## config.mk

```make
export PLATFORM = sky130hd
export DESIGN_NAME = program_loader
export DESIGN_NICKNAME = d
export VERILOG_FILES = /design/src/rtl/program_loader.sv
export SDC_FILE = /design/constraint.sdc
export NUM_CORES = 1
export LEC_CHECK = 0
export CORE_AREA = 8 8 125 69
export CTS_BUF_LIST = sky130_fd_sc_hd__clkbuf_16
export CTS_CLUSTER_DIAMETER = 50
export DETAILED_ROUTE_END_ITERATION = 7
export DIE_AREA = 0 0 133 77
export GPL_TIMING_DRIVEN = 0
export HOLD_SLACK_MARGIN = 0.12
export PLACE_DENSITY = 0.71
export SYNTH_ARGS = -nofsm -noshare
export SYNTH_HDL_FRONTEND = slang
export SYNTH_SLANG_ARGS = --single-unit
```

## constraint.sdc

```tcl
create_clock -name clk -period 1.8 [get_ports clk]
set_input_delay 0.36 -clock clk [delete_from_list [all_inputs] [get_ports clk]]
set_output_delay 0.36 -clock clk [all_outputs]
set_load 0.01 [all_outputs]
```

## src/rtl/program_loader.sv

```systemverilog
// Byte-stream program loader: length byte, little-endian words, one write strobe per word.
// Optional trailing XOR checksum byte is enabled by defining LOADER_CHECKSUM_EN.
module program_loader #(
    parameter int width = 32,
    parameter int DEPTH = 128
) (
    input  logic             clk,
    input  logic             rst,
    input  logic             start,
    input  logic             byte_valid,
    input  logic [7:0]       byte_data,
    output logic             byte_ready,
    output logic             mem_clr,
    output logic             mem_write,
    output logic [width-1:0] mem_data,
    output logic [7:0]       word_count,
    output logic             busy,
    output logic             done,
    output logic             error
);

    localparam int BYTES = width / 8;
    localparam int IDX_W = (BYTES > 1) ? $clog2(BYTES) : 1;
    localparam logic [IDX_W-1:0] LAST_IDX = IDX_W'(BYTES - 1);

    typedef enum logic [2:0] {
        IDLE,
        LEN,
        DATA,
        WRITE,
`ifdef LOADER_CHECKSUM_EN
        CSUM,
`endif
        DONE,
        ERR
    } state_t;

    state_t state, state_nx;

    logic [7:0]       n_words;
    logic [IDX_W-1:0] idx;
    logic             accept;
    logic             start_ok;
    logic             len_bad;
    logic             last_word;
`ifdef LOADER_CHECKSUM_EN
    logic [7:0]       csum;
`endif

    assign accept    = byte_valid && byte_ready;
    assign start_ok  = start && (state == IDLE || state == DONE || state == ERR);
    assign len_bad   = (byte_data == 8'd0) || ({24'd0, byte_data} > 32'(DEPTH));
    assign last_word = (word_count + 8'd1) == n_words;

    always_ff @(posedge clk or posedge rst) begin
        if (rst) state <= IDLE;
        else     state <= state_nx;
    end

    always_comb begin
        state_nx   = state;
        byte_ready = 1'b0;
        mem_write  = 1'b0;
        busy       = 1'b0;
        done       = 1'b0;
        error      = 1'b0;
        case (state)
            IDLE: if (start) state_nx = LEN;
            LEN: begin
                byte_ready = 1'b1;
                busy       = 1'b1;
                if (byte_valid) state_nx = len_bad ? ERR : DATA;
            end
            DATA: begin
                byte_ready = 1'b1;
                busy       = 1'b1;
                if (byte_valid && idx == LAST_IDX) state_nx = WRITE;
            end
            WRITE: begin
                mem_write = 1'b1;
                busy      = 1'b1;
`ifdef LOADER_CHECKSUM_EN
                state_nx  = last_word ? CSUM : DATA;
`else
                state_nx  = last_word ? DONE : DATA;
`endif
            end
`ifdef LOADER_CHECKSUM_EN
            CSUM: begin
                byte_ready = 1'b1;
                busy       = 1'b1;
                if (byte_valid) state_nx = (byte_data == csum) ? DONE : ERR;
            end
`endif
            DONE: begin
                done = 1'b1;
                if (start) state_nx = LEN;
            end
            ERR: begin
                error = 1'b1;
                if (start) state_nx = LEN;
            end
            default: state_nx = IDLE;
        endcase
    end

    // Word assembly, counters and the memory-clear pulse; reset never raises mem_clr.
    always_ff @(posedge clk or posedge rst) begin
        if (rst) begin
            mem_clr    <= 1'b0;
            mem_data   <= '0;
            word_count <= 8'd0;
            n_words    <= 8'd0;
            idx        <= '0;
`ifdef LOADER_CHECKSUM_EN
            csum       <= 8'd0;
`endif
        end else begin
            mem_clr <= 1'b0;
            if (start_ok) begin
                mem_clr    <= 1'b1;
                word_count <= 8'd0;
                idx        <= '0;
`ifdef LOADER_CHECKSUM_EN
                csum       <= 8'd0;
`endif
            end
            if (state == LEN && accept) n_words <= byte_data;
            if (state == DATA && accept) begin
                mem_data[{idx, 3'b000} +: 8] <= byte_data;
                idx <= (idx == LAST_IDX) ? '0 : idx + 1'b1;
`ifdef LOADER_CHECKSUM_EN
                csum <= csum ^ byte_data;
`endif
            end
            if (state == WRITE) word_count <= word_count + 8'd1;
        end
    end

endmodule

```

==> results.py, run 1 <==
metrics = {
    "synthesis": {
        "postSynthAreaPerCell_um2": 9.33,
        "most_used_dff_post_synth": "sky130_fd_sc_hd__dfrtp_1",
        "synth_largest_type_area_fraction_pct": 51.0,
        "synth.distinct_cells": 42,
        "mappedNetlistNets": 303,
        "synth_area_leader_cell": "sky130_fd_sc_hd__dfrtp_1",
        "synth_top_family_by_area": "simple AND/OR/NAND/NOR gates",
        "yosys-mux-area-fraction_pct": 4.15,
        "synth_adder_area_share_pct": 3.31,
        "synthSimpleGateAreaFrac_pct": 20.2,
        "syn_area_um2": 2650,
        "async_set_or_reset_register_ratio_after_synthesis_pct": 100,
        "yosysSeqAreaShare_pct": 51.0,
        "synth-edff-count": 0,
        "synth_compound_gate_area_share_pct": 14.4,
        "post_synth_xor_area_fraction_pct": 3.64,
        "yosys-top-cells-area": "sky130_fd_sc_hd__dfrtp_1 (51%), sky130_fd_sc_hd__nand2_1 (11%), sky130_fd_sc_hd__o21ai_0 (7.9%)",
        "ys_ff_latch": 54,
        "yosysWarningCount": 0,
        "syn-instance-count": 284,
    },
    "clock_network": {
        "clkSlewWorstSetupHoldPaths_ps": 70,
        "tritoncts.num_buffers": 5,
        "tritoncts_num_sinks": 54,
        "tritoncts": "built",
        "clock-root-buffer": "sky130_fd_sc_hd__clkbuf_16",
        "cts-root-to-sink-buffers": 2,
        "worstSkewPairLatency_ps": 290,
        "cts.htree.levels": 2,
    },
    "worst_setup_path": {
        "path_max_fanout": 10,
        "cp_data_arrival_time_ps": 1980,
        "crit_path_start_kind": "register",
        "worstSetupEndpointType": "register",
        "rrSetupSlack_ps": -20,
        "cp_data_required_time_ps": 1960,
        "path_class": "register to register",
    },
    "floorplanning": {
        "die_w_um": 133,
        "ios": 58,
        "row_count": 22,
        "core_area_um2": 6960,
        "initial_utilization_pct": 38.1,
        "die-area_um2": 10200,
        "die_h_um": 77,
    },
    "finish": {
        "fraction_of_final_layout_cells_with_drive_strength_greater_than_1_pct": 23.5,
        "final_cells": 462,
        "fin_nets": 385,
        "final_cell_mix": "sky130_fd_sc_hd__nand2_1 (73), sky130_fd_sc_hd__dfrtp_1 (51), sky130_fd_sc_hd__clkdlybuf4s50_1 (47)",
        "area_growth_syn_to_layout_pct": 45.9,
        "final_common_cell": "sky130_fd_sc_hd__nand2_1",
        "post-route-cell-area_um2": 3870,
        "n_antenna_cell": 0,
        "fillCellCount": 608,
        "fin_util_pct": 55.5,
    },
    "timing": {
        "max_slew_vio_count": 0,
        "rsz0062_at_grt": "true",
        "report.final.setup_viol": 1,
        "fin_worst_skew_ps": 3.69,
        "period_minus_slack_ps": 1820,
        "timing.fmax_ghz": 0.550,
        "timing.final.ws_setup_ps": -18.0,
        "slew_headroom_pct": 60.8,
        "period_share_pct": 101,
        "final.setup.tns_ps": -18.0,
        "holdWs_ps": 393,
        "hold_viol_final": 0,
        "worstMarginPinSlew_ps": 586,
    },
    "global_routing": {
        "track_usage_pct": 14.6,
        "grt.met1_usage_pct": 21.6,
        "grt_pass1_vias": 2285,
        "grt_pass1_wl_um": 12200,
        "grt_antenna_before_repair": 0,
        "groute.layer.met3.usage_pct": 4.68,
        "grt_use_met2_pct": 19.7,
        "grt_max_degree": 29,
        "grt_busiest_layer": "met1",
        "grt.overflow.total": 0,
    },
    "drt": {
        "drc": 0,
        "detail_route.iter0.violations": 171,
        "detail_route.wl_per_cell_um": 17.8,
        "drt.antenna.violating_nets": 0,
        "vias": 2392,
        "avgViaCountPerCell": 5.18,
        "detailed_route_wire_length_um": 8200,
        "detail_route.first_pass.iterations": 5,
    },
    "outcome": {
        "violations": "setup timing",
        "run_status": "complete, but fails checks",
    },
    "placement": {
        "gp_congestion": 0.824,
        "place.detailed.instances": 438,
        "portBuffers": 57,
        "place_worst_setup_slack_ps": -672,
        "post-dp-hpwl_um": 5350,
        "post_dp_cell_area_um2": 3370,
    },
    "pwr": {
        "pwr_density_cell_nw_per_um2": 1400,
        "p_total_mw": 5.40,
        "peakVddDrop_v": 0.000541,
        "total_leakage_power_nw": 1.64,
    },
    "min_path": {
        "min-delay-path-class": "input port to register",
    },
    "flow_run": {
        "drv_cap": 0,
    },
}
==> kinds of logic (layout without fill, tap and decap cells) <==
group | count (synthesis) | after routing
fa+ha+maj | 7 | 7
flops | 54 | 54
buf+inv | 20 | 102
mux | 10 | 10
simple gates | 118 | 118
xor+xnor | 11 | 11
compound gates | 64 | 64
==> layer usage <==
layer	wire length, um	part of all wire [%]	vias to the layer above
li1	-	-	1123
met1	3990	49	1203
met2	3560	43	60
met3	587	7.2	6
met4	62	0.76	0
met5	0	0	-
==> critical path: stages (launching register included) <==
cell and delay [ps]:
sky130_fd_sc_hd__dfrtp_1 380, sky130_fd_sc_hd__buf_6 160, sky130_fd_sc_hd__or3b_4 420, sky130_fd_sc_hd__nor2_4 130
sky130_fd_sc_hd__buf_6 140, sky130_fd_sc_hd__nand2_4 80, sky130_fd_sc_hd__buf_4 180, sky130_fd_sc_hd__nand2_1 80
sky130_fd_sc_hd__o21ai_0 100
==> power by group <==
group / switching (mW) / internal (mW) / leakage (nW)
Sequential: 0.223 / 1.49 / 0.718
Combinational: 1.33 / 1.29 / 0.843
Clock: 0.430 / 0.645 / 0.0773
Total: 1.98 / 3.42 / 1.64
==> cell type report <==
class	instances	area, um2	area share (%)
multi-input combinational	210	1400	36.1
sequential	54	1360	35.0
timing repair buffer	77	722	18.7
clock buffer	5	125	3.24
tap	96	120	3.11
buffer	10	78.8	2.04
clock inverter	2	33.8	0.874
inverter	8	33.8	0.874
==> synth_stat cells (2+ instances only) <==
cell type                  instances
sky130_fd_sc_hd__o221ai_1          3
sky130_fd_sc_hd__buf_2             5
sky130_fd_sc_hd__buf_4             2
sky130_fd_sc_hd__inv_1             8
sky130_fd_sc_hd__xnor2_1           6
sky130_fd_sc_hd__xor2_1            5
sky130_fd_sc_hd__a22oi_1           2
sky130_fd_sc_hd__nand2b_1          4
sky130_fd_sc_hd__mux2_2            8
sky130_fd_sc_hd__ha_1              7
sky130_fd_sc_hd__a22o_1            2
sky130_fd_sc_hd__a21oi_1           2
sky130_fd_sc_hd__clkbuf_1          5
sky130_fd_sc_hd__mux2i_1           2
sky130_fd_sc_hd__nor2_1           12
sky130_fd_sc_hd__o41ai_1           2
sky130_fd_sc_hd__o21ai_0          42
sky130_fd_sc_hd__a211oi_1          2
sky130_fd_sc_hd__nor3b_1           4
sky130_fd_sc_hd__nor3_1            6
sky130_fd_sc_hd__nand3_1           5
sky130_fd_sc_hd__dfrtp_1          54
sky130_fd_sc_hd__nand2_1          77
==> final timing paths <==
path                              startpoint            to  cells after the start
worst max-delay path                state[1]  mem_data[13]                      8
worst min-delay path            byte_data[3]  mem_data[11]                      3
worst max register to register      state[1]  mem_data[13]                      8
worst min register to register   mem_data[5]   mem_data[5]                      2
max in group asynchronous                rst        idx[0]                      3
min in group asynchronous                rst   mem_data[4]                      2
==> flip-flops by register name, summed over array words and instances, names as in the netlist <==
register and cells:
mem_data 32, n_words 8, word_count 8, state 3
idx 2, mem_clr 1
==> what timing repair did <==
| item | CTS | global route |
|---|---|---|
| gates resized for setup | 40 | 44 |
| buffers inserted | 8 | 11 |
| hold buffers | 0 | 0 |
| setup endpoints to repair | 56 | 45 |
| pin swaps | 2 | 7 |
No activity file was read; power rests on OpenSTA's default activity.
==> inputs of run 2 (changes only) <==
TNS_END_PERCENT = 1   (was not set)
==> run 2 against run 1 <==
The flow still finishes with violations (setup timing). Clock-buffer cell count unchanged. Sequential power hardly changed. Total power fell by 5.2%. Core utilization is 2.4 points lower. Critical path depth decreased by 2. Fmax decreased by 4.9%. Combinational power is 12% lower. Clock skew about the same. Non-clock buffer count shrank 12. Largest cell class is now sequential cells. Highest routed layer unchanged.
==> results.py, run 2 (synthesis gave the netlist of run 1 again) <==
metrics = {
    "outcome": {
        "run_status": "complete, but fails checks",
        "violations": "setup timing",
    },
    "pwr": {
        "pwr_density_cell_nw_per_um2": 1390,
        "peakVddDrop_v": 0.000620,
        "total_leakage_power_nw": 1.53,
        "p_total_mw": 5.12,
    },
    "min_path": {
        "min-delay-path-class": "input port to asynchronous set/reset pin",
    },
    "worst_setup_path": {
        "worst_reg2reg_path_startpoint": "word_count[0]",
        "worstSetupEndpointType": "register",
        "path_class": "input port to register",
        "cp_data_required_time_ps": 1980,
        "crit_path_start_kind": "input port",
        "path_max_fanout": 6,
        "critical_path.startpoint": "byte_data[3]",
        "cp_data_arrival_time_ps": 2090,
    },
    "global_routing": {
        "grt_pass1_vias": 2137,
        "grt_antenna_before_repair": 0,
        "grt.overflow.total": 0,
        "track_usage_pct": 14.2,
        "grt_pass1_wl_um": 11800,
        "grt_max_degree": 37,
    },
    "finish": {
        "top_register_by_number_of_flip_flops": "mem_data",
        "area_growth_syn_to_layout_pct": 39.6,
        "fillCellCount": 615,
        "sequential_cell_area_um2": 1360,
        "largest_registers": "mem_data: 32 flops, n_words: 8 flops, word_count: 8 flops",
        "final_cell_mix": "sky130_fd_sc_hd__nand2_1 (73), sky130_fd_sc_hd__dfrtp_1 (51), sky130_fd_sc_hd__clkdlybuf4s50_1 (48)",
        "multiInputGateArea_um2": 1330,
        "final_common_cell": "sky130_fd_sc_hd__nand2_1",
        "n_antenna_cell": 0,
        "fraction_of_final_layout_cells_with_drive_strength_greater_than_1_pct": 18.6,
        "fin_nets": 373,
        "largest_register_ffs": 32,
    },
    "floorplanning": {
        "die_w_um": 133,
        "die-area_um2": 10200,
        "initial_utilization_pct": 38.1,
        "core_area_um2": 6960,
        "die_h_um": 77,
        "row_count": 22,
        "ios": 58,
    },
    "drt": {
        "vias": 2296,
        "drt.antenna.violating_nets": 0,
        "detail_route.iter0.violations": 234,
        "detail_route.wl_per_cell_um": 16.9,
        "avgViaCountPerCell": 5.09,
        "drc": 0,
        "detail_route.first_pass.iterations": 4,
        "detailed_route_wire_length_um": 7630,
    },
    "timing": {
        "report.final.setup_viol": 24,
        "timing.fmax_ghz": 0.523,
        "max_slew_vio_count": 0,
        "hold_viol_final": 0,
        "fin_worst_skew_ps": 3.35,
        "period_share_pct": 106,
        "period_minus_slack_ps": 1910,
        "worstMarginPinSlew_ps": 704,
        "holdWs_ps": 403,
        "rsz0062_at_grt": "true",
        "timing.final.ws_setup_ps": -111,
        "slew_headroom_pct": 52.8,
    },
    "clock_network": {
        "tritoncts": "built",
        "tritoncts.num_buffers": 5,
        "cts.htree.levels": 2,
        "clock-root-buffer": "sky130_fd_sc_hd__clkbuf_16",
        "cts-root-to-sink-buffers": 2,
        "tritoncts_num_sinks": 54,
        "worstSkewPairLatency_ps": 290,
        "clkSlewWorstSetupHoldPaths_ps": 70,
    },
    "flow_run": {
        "drv_cap": 0,
    },
    "placement": {
        "post-dp-hpwl_um": 5350,
        "portBuffers": 57,
        "gp_congestion": 0.825,
    },
}
[run 2: cell count changes in the layout (fill, tap and decap cells not counted), sizes merged]
cell and change:
dlygate4sd2 +2, clkinv -1, buf -16, clkdlybuf4s50 +1, clkbuf +1, inv +2
[run 2: cell type report]
cell class | instances | share of cell area, %
buffer | 11 | 1.89
clock buffer | 5 | 3.38
clock inverter | 3 | 1.12
inverter | 8 | 0.880
multi-input combinational | 210 | 36.1
sequential | 54 | 36.6
tap | 96 | 3.25
timing repair buffer | 64 | 16.8
[run 2: final timing paths]
kind | slack, ps | endpoint | cells past startpoint
worst max-delay path | -110 | state[2] | 6
worst max register to register | -100 | state[1] | 6
max in group asynchronous | 840 | idx[0] | 3
min in group clk | 480 | mem_data[26] | 2
worst min register to register | 480 | mem_data[26] | 2
worst min-delay path | 400 | word_count[5] | 2
[run 2: critical path, stage by stage]
cell                            delay, ps
sky130_fd_sc_hd__dlygate4sd2_1        350
sky130_fd_sc_hd__or4_1                570
sky130_fd_sc_hd__nor4_2               170
sky130_fd_sc_hd__xor2_1               150
sky130_fd_sc_hd__nor3b_2              190
sky130_fd_sc_hd__a211o_2              300
[run 2: timing repair]
item / 4_1_cts / 5_1_grt
hold buffers: 0 / 0
gates cloned: 0 / 0
setup endpoints to repair: 47 / 52
resized for setup: 24 / 30
pin swaps: 1 / 3
setup buffers: 0 / 6
[run 2: layer usage]
metal  wire length (um)  GRT usage (%)  up-vias
met4                 26           1.69        0
met5                  0              0        -
met3                620           5.33        4
met1               3850           21.5     1101
li1                   -              -     1109
met2               3140           18.7       82
[run 2: where the power goes]
part	total [mW]	internal [mW]	switching (mW)
registers	1.72	1.49	0.230
clock network	1.10	0.652	0.444
logic	2.31	1.10	1.21
total	5.12	3.24	1.89
[run 2: metrics by stage]
step	worst slack [ps]	cells	util, %	TNS [ps]	area, um2
6_report	-111	451	53.1	-956	3700
5_1_grt	-203	451	53.1	-5620	3700
4_1_cts	-166	446	51.3	-2630	3570
3_5_place_dp	-678	438	48.3	-15730	3360
3_3_place_gp	-900	437	48.0	-62830	3340
2_1_floorplan	-5.51	284	-	-5.51	2650
==> inputs of run 3 (changes only) <==
CELL_PAD_IN_SITES_DETAIL_PLACEMENT = 0   (was not set)
CELL_PAD_IN_SITES_GLOBAL_PLACEMENT = 2   (was not set)
CORE_AREA = 8 8 150 82   (was 8 8 125 69)
DIE_AREA = 0 0 158 90   (was 0 0 133 77)
PLACE_DENSITY = 0.77   (was 0.71)
SETUP_SLACK_MARGIN = 0.1   (was not set)
==> run 3 against run 2 <==
The run still ends with setup timing left. Global-route usage fell by 3.2 points. Total power rose by 1.6%. Critical path depth grew 1. Register-to-register slack better by 80 ps. Routed wire length is 6.5% higher. Clock-buffer cell count stayed put.
==> results.py, run 3 (synthesis gave the netlist of run 1 again) <==
metrics = {
    "floorplanning": {
        "initial_utilization_pct": 25.5,
        "ios": 58,
        "row_count": 27,
        "die_h_um": 90,
        "die-area_um2": 14200,
        "die_w_um": 158,
        "core_area_um2": 10400,
    },
    "placement": {
        "post-dp-hpwl_um": 5770,
        "portBuffers": 57,
        "place.detailed.instances": 486,
        "gp_congestion": 0.740,
        "post_dp_cell_area_um2": 3410,
    },
    "global_routing": {
        "grt_pass1_wl_um": 12500,
        "grt_pass1_vias": 2189,
        "track_usage_pct": 11.1,
        "grt_max_degree": 55,
        "grt_antenna_before_repair": 0,
        "grt.overflow.total": 0,
    },
    "worst_setup_path": {
        "path_max_fanout": 8,
        "cp_data_arrival_time_ps": 1970,
        "cp_data_required_time_ps": 1950,
        "crit_path_start_kind": "register",
        "worstSetupEndpointType": "register",
        "depth_of_the_most_critical_reg_to_reg_path": 7,
        "path_class": "register to register",
    },
    "outcome": {
        "run_status": "complete, but fails checks",
        "violations": "setup timing",
    },
    "finish": {
        "largest_register_ffs": 32,
        "final_common_cell": "sky130_fd_sc_hd__nand2_1",
        "area_growth_syn_to_layout_pct": 48.9,
        "fillCellCount": 1071,
        "post-route-cell-area_um2": 3950,
        "fraction_of_final_layout_cells_with_drive_strength_greater_than_1_pct": 24.7,
        "n_antenna_cell": 0,
        "final_cell_mix": "sky130_fd_sc_hd__nand2_1 (73), sky130_fd_sc_hd__dfrtp_1 (51), sky130_fd_sc_hd__clkdlybuf4s50_1 (44)",
        "fin_nets": 384,
        "largest_registers": "mem_data: 32 flops, n_words: 8 flops, word_count: 8 flops",
        "top_register_by_number_of_flip_flops": "mem_data",
        "final_cells": 510,
    },
    "clock_network": {
        "tritoncts.num_buffers": 5,
        "cts-root-to-sink-buffers": 2,
        "tritoncts_num_sinks": 54,
        "clock-root-buffer": "sky130_fd_sc_hd__clkbuf_16",
        "worstSkewPairLatency_ps": 290,
        "clkSlewWorstSetupHoldPaths_ps": 70,
        "tritoncts": "built",
        "cts.htree.levels": 2,
        "postCtsHoldBufs": 0,
    },
    "timing": {
        "report.final.setup_viol": 2,
        "period_share_pct": 101,
        "hold_viol_final": 0,
        "timing.final.ws_setup_ps": -15.7,
        "max_slew_vio_count": 0,
        "fin_worst_skew_ps": 6.97,
        "period_minus_slack_ps": 1820,
        "timing.fmax_ghz": 0.551,
        "worstMarginPinSlew_ps": 511,
        "rsz0062_at_grt": "true",
        "slew_headroom_pct": 65.9,
    },
    "min_path": {
        "hold-path-cell-count": 3,
        "min-delay-path-class": "input port to register",
    },
    "drt": {
        "vias": 2281,
        "detail_route.first_pass.iterations": 4,
        "met3_wirelength_um": 562,
        "detailed_route_wire_length_um": 8130,
        "drc": 0,
        "routed-wl-met2_um": 3110,
        "detail_route.wl_per_cell_um": 15.9,
        "drt.antenna.violating_nets": 0,
        "route.layer.met1.wl_um": 4410,
        "highest_layer": "met4",
        "detail_route.iter0.violations": 140,
        "avgViaCountPerCell": 4.47,
    },
    "pwr": {
        "total_leakage_power_nw": 1.65,
        "pwr_density_cell_nw_per_um2": 1320,
        "peakVddDrop_v": 0.000475,
    },
    "flow_run": {
        "drv_cap": 0,
    },
}
[run 3: changes by cell type in the layout (fill, tap and decap cells not counted), sizes merged]
cell	change
buf	+16
clkdlybuf4s50	-4
dlygate4sd2	-4
dlymetal6s2s	+2
bufinv	-1
clkbuf	+1
clkinvlp	+1
inv	-1
[run 3: repair_timing]
item / 4_1_cts / 5_1_grt
setup buffers: 1 / 15
resized for setup: 49 / 62
setup endpoints to repair: 57 / 57
pin swaps: 1 / 9
[run 3: worst paths after layout]
check                               end          start  slack [ps]
max                            state[1]  word_count[1]         -20
min                        mem_data[30]   byte_data[6]         390
max reg2reg                    state[1]  word_count[1]         -20
min reg2reg                mem_data[17]   mem_data[17]         480
max in group asynchronous        idx[0]            rst         830
min in group asynchronous  mem_data[28]            rst         430
[run 3: final cells by class]
cell class / count / area [um2] / share of cell area [%]
clock inverter: 2 / 7.51 / 0.190
multi-input combinational: 210 / 1420 / 35.9
clock buffer: 5 / 125 / 3.17
buffer: 12 / 113 / 2.85
tap: 145 / 181 / 4.60
sequential: 54 / 1360 / 34.3
inverter: 8 / 42.5 / 1.08
timing repair buffer: 74 / 703 / 17.8
[run 3: per-stage QoR]
stage | power, mW | util [%] | setup TNS, ps | hold slack, ps | worst slack, ps
floorplan | 2.92 | - | 0 | 428 | 57.6
global placement | 3.68 | 32.8 | -17720 | 465 | -714
finish | 5.21 | 37.9 | -25.7 | 392 | -15.7
CTS | 4.87 | 35.2 | -1480 | 488 | -129
global route | 5.56 | 37.9 | -420 | 402 | -143
detailed placement | 3.71 | 32.8 | -20320 | 473 | -711
[run 3: worst max-delay path, cell delays in order (launching register included)]
cell and delay (ps):
sky130_fd_sc_hd__dfrtp_1 440, sky130_fd_sc_hd__ha_4 190, sky130_fd_sc_hd__buf_8 130, sky130_fd_sc_hd__o21ba_4 190, sky130_fd_sc_hd__a22oi_2 140, sky130_fd_sc_hd__o211ai_1 120
sky130_fd_sc_hd__a211oi_2 330, sky130_fd_sc_hd__o221ai_1 150
[run 3: routing by layer]
| metal | global-route usage, % | up-vias |
|---|---|---|
| li1 | - | 1134 |
| met1 | 17.3 | 1087 |
| met2 | 13.8 | 55 |
| met3 | 3.96 | 5 |
| met4 | 2.11 | 0 |
| met5 | 0 | - |
[run 3: power by group]
group          total, mW  leakage (nW)  switching [mW]  internal, mW
Sequential          1.72         0.718           0.225          1.49
Clock              0.923        0.0723           0.423         0.499
Combinational       2.57         0.861            1.31          1.26
==> RTL change 1, RTL diff (flow settings as in run 3) <==
Set the parameter `width` to 64 (it was 32).
--- a/src/rtl/program_loader.sv
+++ b/src/rtl/program_loader.sv
@@ -2,5 +2,5 @@
 // Optional trailing XOR checksum byte is enabled by defining LOADER_CHECKSUM_EN.
 module program_loader #(
-    parameter int width = 32,
+    parameter int width = 64,
     parameter int DEPTH = 128
 ) (
Interface: changed (resized mem_data); port bits go from 58 to 90. No check against the original RTL was run, so the function may have changed too.
==> RTL change 1 against run 3 <==
- the run still ends with negative setup slack left
- setup slack lost 0.058 ns
- hold slack gained 0.025 ns
- cell area rose by 46%
- synthesized area rose by 49%
- global-route usage up 5.7 points
- wire length is 41% higher
- core utilization rose by 18 points
- sequential cell count is 33 higher
- power increased by 79%
- critical endpoint is now mem_data[5]
==> RTL change 1: results (changes against run 3) <==
Placed design
  – Placed cell area: 5060 µm² (+48%)
  – Inst Count DP: 592 (+22%)
  – Detailed placement HPWL: 8.11 mm (+41%)
  – # port buffers: 89 (+56%)

STA
  – Least-Margin Pin Slew: 0.635 ns (+0.124 ns)
  – # setup viols final: 44 (+42)
  – Setup TNS: -2.30 ns (-2.28 ns)
  – Fmax: 534 MHz (-3.1%)
  – Clock Skew: 0.00636 ns (-0.000612 ns)
  – Setup WS post-layout: -0.0741 ns (-0.0585 ns)

Critical path
  – Worst r2r path cells: 6 (-1)
  – Critical Path AT: 2.10 ns (+0.13 ns)
  – RR Startpoint: idx[0]

Yosys
  – Seq/Total Area, Yosys: 0.552 (+0.0419)
  – Syn Area/Cell: 11.1 µm² (+19%)
  – Xor-xnor portion of the synthesized cell area: 0.0289 (-0.00749)
  – Top area cells in the synthesized netlist: dfrtp_1 55%, mux2_2 11%, nand2_1 4.7%
  – Netlist cell types: 44 (+4.8%)
  – Synth Area in Adders: 0.0254 (-0.00768)
  – Post-synthesis net count: 376 (+24%)
  – Compound-Gate Fraction of Synth Area: 0.0783 (-0.0652)

Pwr
  – Pwr Density: 1610 nW/µm² (+22%)
  – P_leak: 2.52 nW (+52%)
  – Combinational power share: 0.464 (-0.029)
  – Pint: 6.00 mW (+85%)
  – Clock power frac: 0.205 (+0.028)
  – Worst ir drop on vdd: 0.799 mV (+68%)

Detailed routing
  – Met1 WL: 6.08 mm (+38%)
  – WL met3: 801 µm (+43%)
  – Via-to-Cell Ratio: 4.86 (+8.7%)
  – Met2 wire length: 4.47 mm (+43%)

Worst hold path
  – HP Start: byte_data[0]

Status
  – Run status: finished, violations left
  – Failing checks: negative setup slack

Clock tree
  – CTS HTree Levels: 3 (+1)

Finish
  – Design Area, Final: 5770 µm² (+46%)
  – Post-route non-filler standard cell count: 621 (+22%)
  – Share of layout cells above drive strength 1: 0.280 (+0.0334)
  – Largest registers: mem_data x64, n_words x8, word_count x8

GRT
  – Met2 Use GR: 0.220 (+0.0820)
  – Vias in the first global route: 3,126 (+43%)
[RTL change 1: cell count changes after synthesis, sizes merged, moves of 5 or more]
cell | before | now
dfrtp | 54 | 87
and2 | 0 | 8
o21ai | 43 | 34
mux2i | 2 | 10
nand2 | 77 | 51
mux2 | 8 | 39
inv | 8 | 24
nor2 | 13 | 18
[RTL change 1: repair_timing]
action	4_1_cts	5_1_grt
setup buffers	4	8
setup endpoints to repair	89	82
gates resized for setup	70	61
gates cloned	0	1
pin swaps	3	7
[RTL change 1: layout make-up]
| type | instances | share of cell area |
|---|---|---|
| inverters | 24 | 0.0171 |
| clock inverters | 7 | 0.0139 |
| plain buffers | 13 | 0.0239 |
| well taps | 145 | 0.0314 |
| flip-flops and latches | 87 | 0.378 |
| diodes | 1 | 0.000434 |
| clock buffers | 9 | 0.0390 |
| repair buffers | 104 | 0.177 |
| multi-input cells | 231 | 0.319 |
==> RTL change 2, RTL diff (config.mk and constraints of run 3) <==
Made on the original files. Make the reset (`rst`) synchronous in 2 clocked blocks.
--- a/src/rtl/program_loader.sv
+++ b/src/rtl/program_loader.sv
@@ -53,5 +53,5 @@
     assign last_word = (word_count + 8'd1) == n_words;
 
-    always_ff @(posedge clk or posedge rst) begin
+    always_ff @(posedge clk) begin
         if (rst) state <= IDLE;
         else     state <= state_nx;
@@ -106,5 +106,5 @@
 
     // Word assembly, counters and the memory-clear pulse; reset never raises mem_clr.
-    always_ff @(posedge clk or posedge rst) begin
+    always_ff @(posedge clk) begin
         if (rst) begin
             mem_clr    <= 1'b0;
Formal check against the unedited RTL: differs if rst is asserted again (counterexample within 4 cycles, from zero or initial values and one cycle with rst high); with rst held inactive, the same outputs for 10 cycles.
==> RTL change 2 against run 3 <==
- the flow still finishes with violations (negative setup slack)
- cell area down 6.9%
- synthesized cell count up 10%
- synthesized area down 5.9%
- clock skew down 0.0035 ns
- setup slack worse by 0.00066 ns
- core utilization down 2.6 points
- die area unchanged
- wire length up 6.9%
- sequential cell count unchanged
Power is not compared: it rests on default switching activity, and its combinational part moved more than twofold at a synthesized area within 25%.
==> RTL change 2: results (changes against run 3) <==
Yosys
  – Top area cells in the synthesized netlist: dfxtp_1 43%, a21oi_1 10%, nand2_1 8.6%
  – Seq/Total Area, Yosys: 0.433 (-0.0766)
  – Syn Area/Cell: 7.97 µm² (-15%)
  – Post-synthesis net count: 332 (+9.6%)
  – Netlist cell types: 40 (-4.8%)
  – Synth top cells by count: 57 x nand2_1, 54 x dfxtp_1, 52 x a21oi_1
  – Ys async rst share: 0 (-1.00)
  – Yosys synthesis warning count: 0 (unchanged)

Placed design
  – DP Worst Slack: -0.613 ns (+0.0979 ns)
  – Inst Count DP: 514 (+5.8%)
  – # port buffers: 56 (-1.8%)
  – Final Wtd Congestion: 0.758 (+2.4%)
  – Detailed placement HPWL: 6.17 mm (+7.0%)
  – Placed cell area: 3240 µm² (-5.2%)

Worst hold path
  – Worst Hold End: mem_data[7]
  – HP Class: flip-flop to flip-flop
  – HP Start: mem_data[7]
  – Hold depth: 2 (-1)

Critical path
  – Crit-path leading delay family: simple AND/OR/NAND/NOR gates
  – Worst r2r path cells: 6 (-1)
  – RR Startpoint: word_count[1]
  – CP peak stage delay: 0.58 ns (+0.14 ns)
  – RR Endpoint: state[2]
  – Max FO, Critical Path: 6 (-2)
  – Critical Path AT: 2.00 ns (+0.03 ns)
  – Worst path slowest cell: or4_1
  – Flop2flop setup slack: 0.04 ns (+0.06 ns)

STA
  – Setup TNS: -0.0261 ns (-0.000399 ns)
  – Fin Hold WS: 0.455 ns (+0.0637 ns)
  – # setup viols final: 3 (+1)
  – Clock Skew: 0.00344 ns (-0.00352 ns)
  – Setup WS post-layout: -0.0163 ns (-0.000661 ns)
  – Rel. slew slack: 0.633 (-0.0267)

GRT
  – Met3 Track Usage GR: 0.0382 (-0.00143)
  – Global Route met1 Usage: 0.186 (+0.0124)
  – Largest net degree at the start of global routing: 18 (-67%)
  – Met2 Use GR: 0.156 (+0.0182)
  – Overall routing resource usage: 0.123 (+0.0126)
  – First-pass GRT wire length: 13.6 mm (+8.9%)

Finish
  – Area of the multi-input gates: 1450 µm² (+2.4%)
  – Number of filler cells placed in the layout: 1,136 (+6.1%)
  – Share of layout cells above drive strength 1: 0.175 (-0.0718)
  – Nets: 407 (+6.0%)
  – Post-route non-filler standard cell count: 534 (+4.7%)

Detailed routing
  – Met1 WL: 4.72 mm (+7.0%)
  – Post-DR wirelength/cell: 16.3 µm (+2.1%)
  – DR iter-0 viols: 129 (-7.9%)
  – WL met3: 535 µm (-4.8%)
  – Via Count: 2,457 (+7.7%)
  – Met2 wire length: 3.30 mm (+6.1%)

Clock tree
  – Post-CTS Setup Bufs: 2 (+1)
  – Resized cells post-CTS: 36 (-27%)

Status
  – Run status: finished, violations left
  – Failing checks: negative setup slack
[RTL change 2: cell count changes in the layout (fill, tap and decap cells not counted), moves of 8 or more]
cell,change
mux2_2,-8
nand2_1,-18
dfxtp_1,+46
dfrtp_1,-51
nand3_1,+30
o21ai_0,-26
o21ai_1,-9
a21oi_1,+48
[RTL change 2: worst max path at each step]
stage,startpoint,end,slack [ns],cells past startpoint
4_1_cts,state[0],mem_data[0],-0.01,7
6_report,byte_data[3],state[0],-0.02,6
3_3_place_gp,byte_data[3],state[1],-0.60,6
3_5_place_dp,byte_data[3],state[0],-0.61,6
2_1_floorplan,idx[0],mem_data[10],0.03,5
5_1_grt,word_count[1],state[2],-0.07,6
[RTL change 2: cell type report]
| cell class | count | area share |
|---|---|---|
| inverters | 4 | 0.00511 |
| repair buffers | 68 | 0.172 |
| flip-flops and latches | 54 | 0.299 |
| multi-input cells | 238 | 0.395 |
| well taps | 145 | 0.0494 |
| clock buffers | 5 | 0.0341 |
| clock inverters | 3 | 0.0187 |
| plain buffers | 17 | 0.0266 |
[RTL change 2: cells by family (layout without fill, tap and decap cells)]
group / count (synthesis) / in the layout / synth area share
simple gates: 146 / 146 / 0.284
compound gates: 73 / 73 / 0.161
flops: 54 / 54 / 0.433
buf+inv: 21 / 97 / 0.0441
xor+xnor: 12 / 12 / 0.0421
fa+ha+maj: 7 / 7 / 0.0351
[RTL change 2: power breakdown]
| group | total, mW | switching [mW] | internal (mW) |
|---|---|---|---|
| Sequential | 1.27 | 0.0363 | 1.24 |
| Combinational | 0.578 | 0.329 | 0.248 |
| Clock | 1.26 | 0.458 | 0.800 |
| Total | 3.11 | 0.823 | 2.29 |
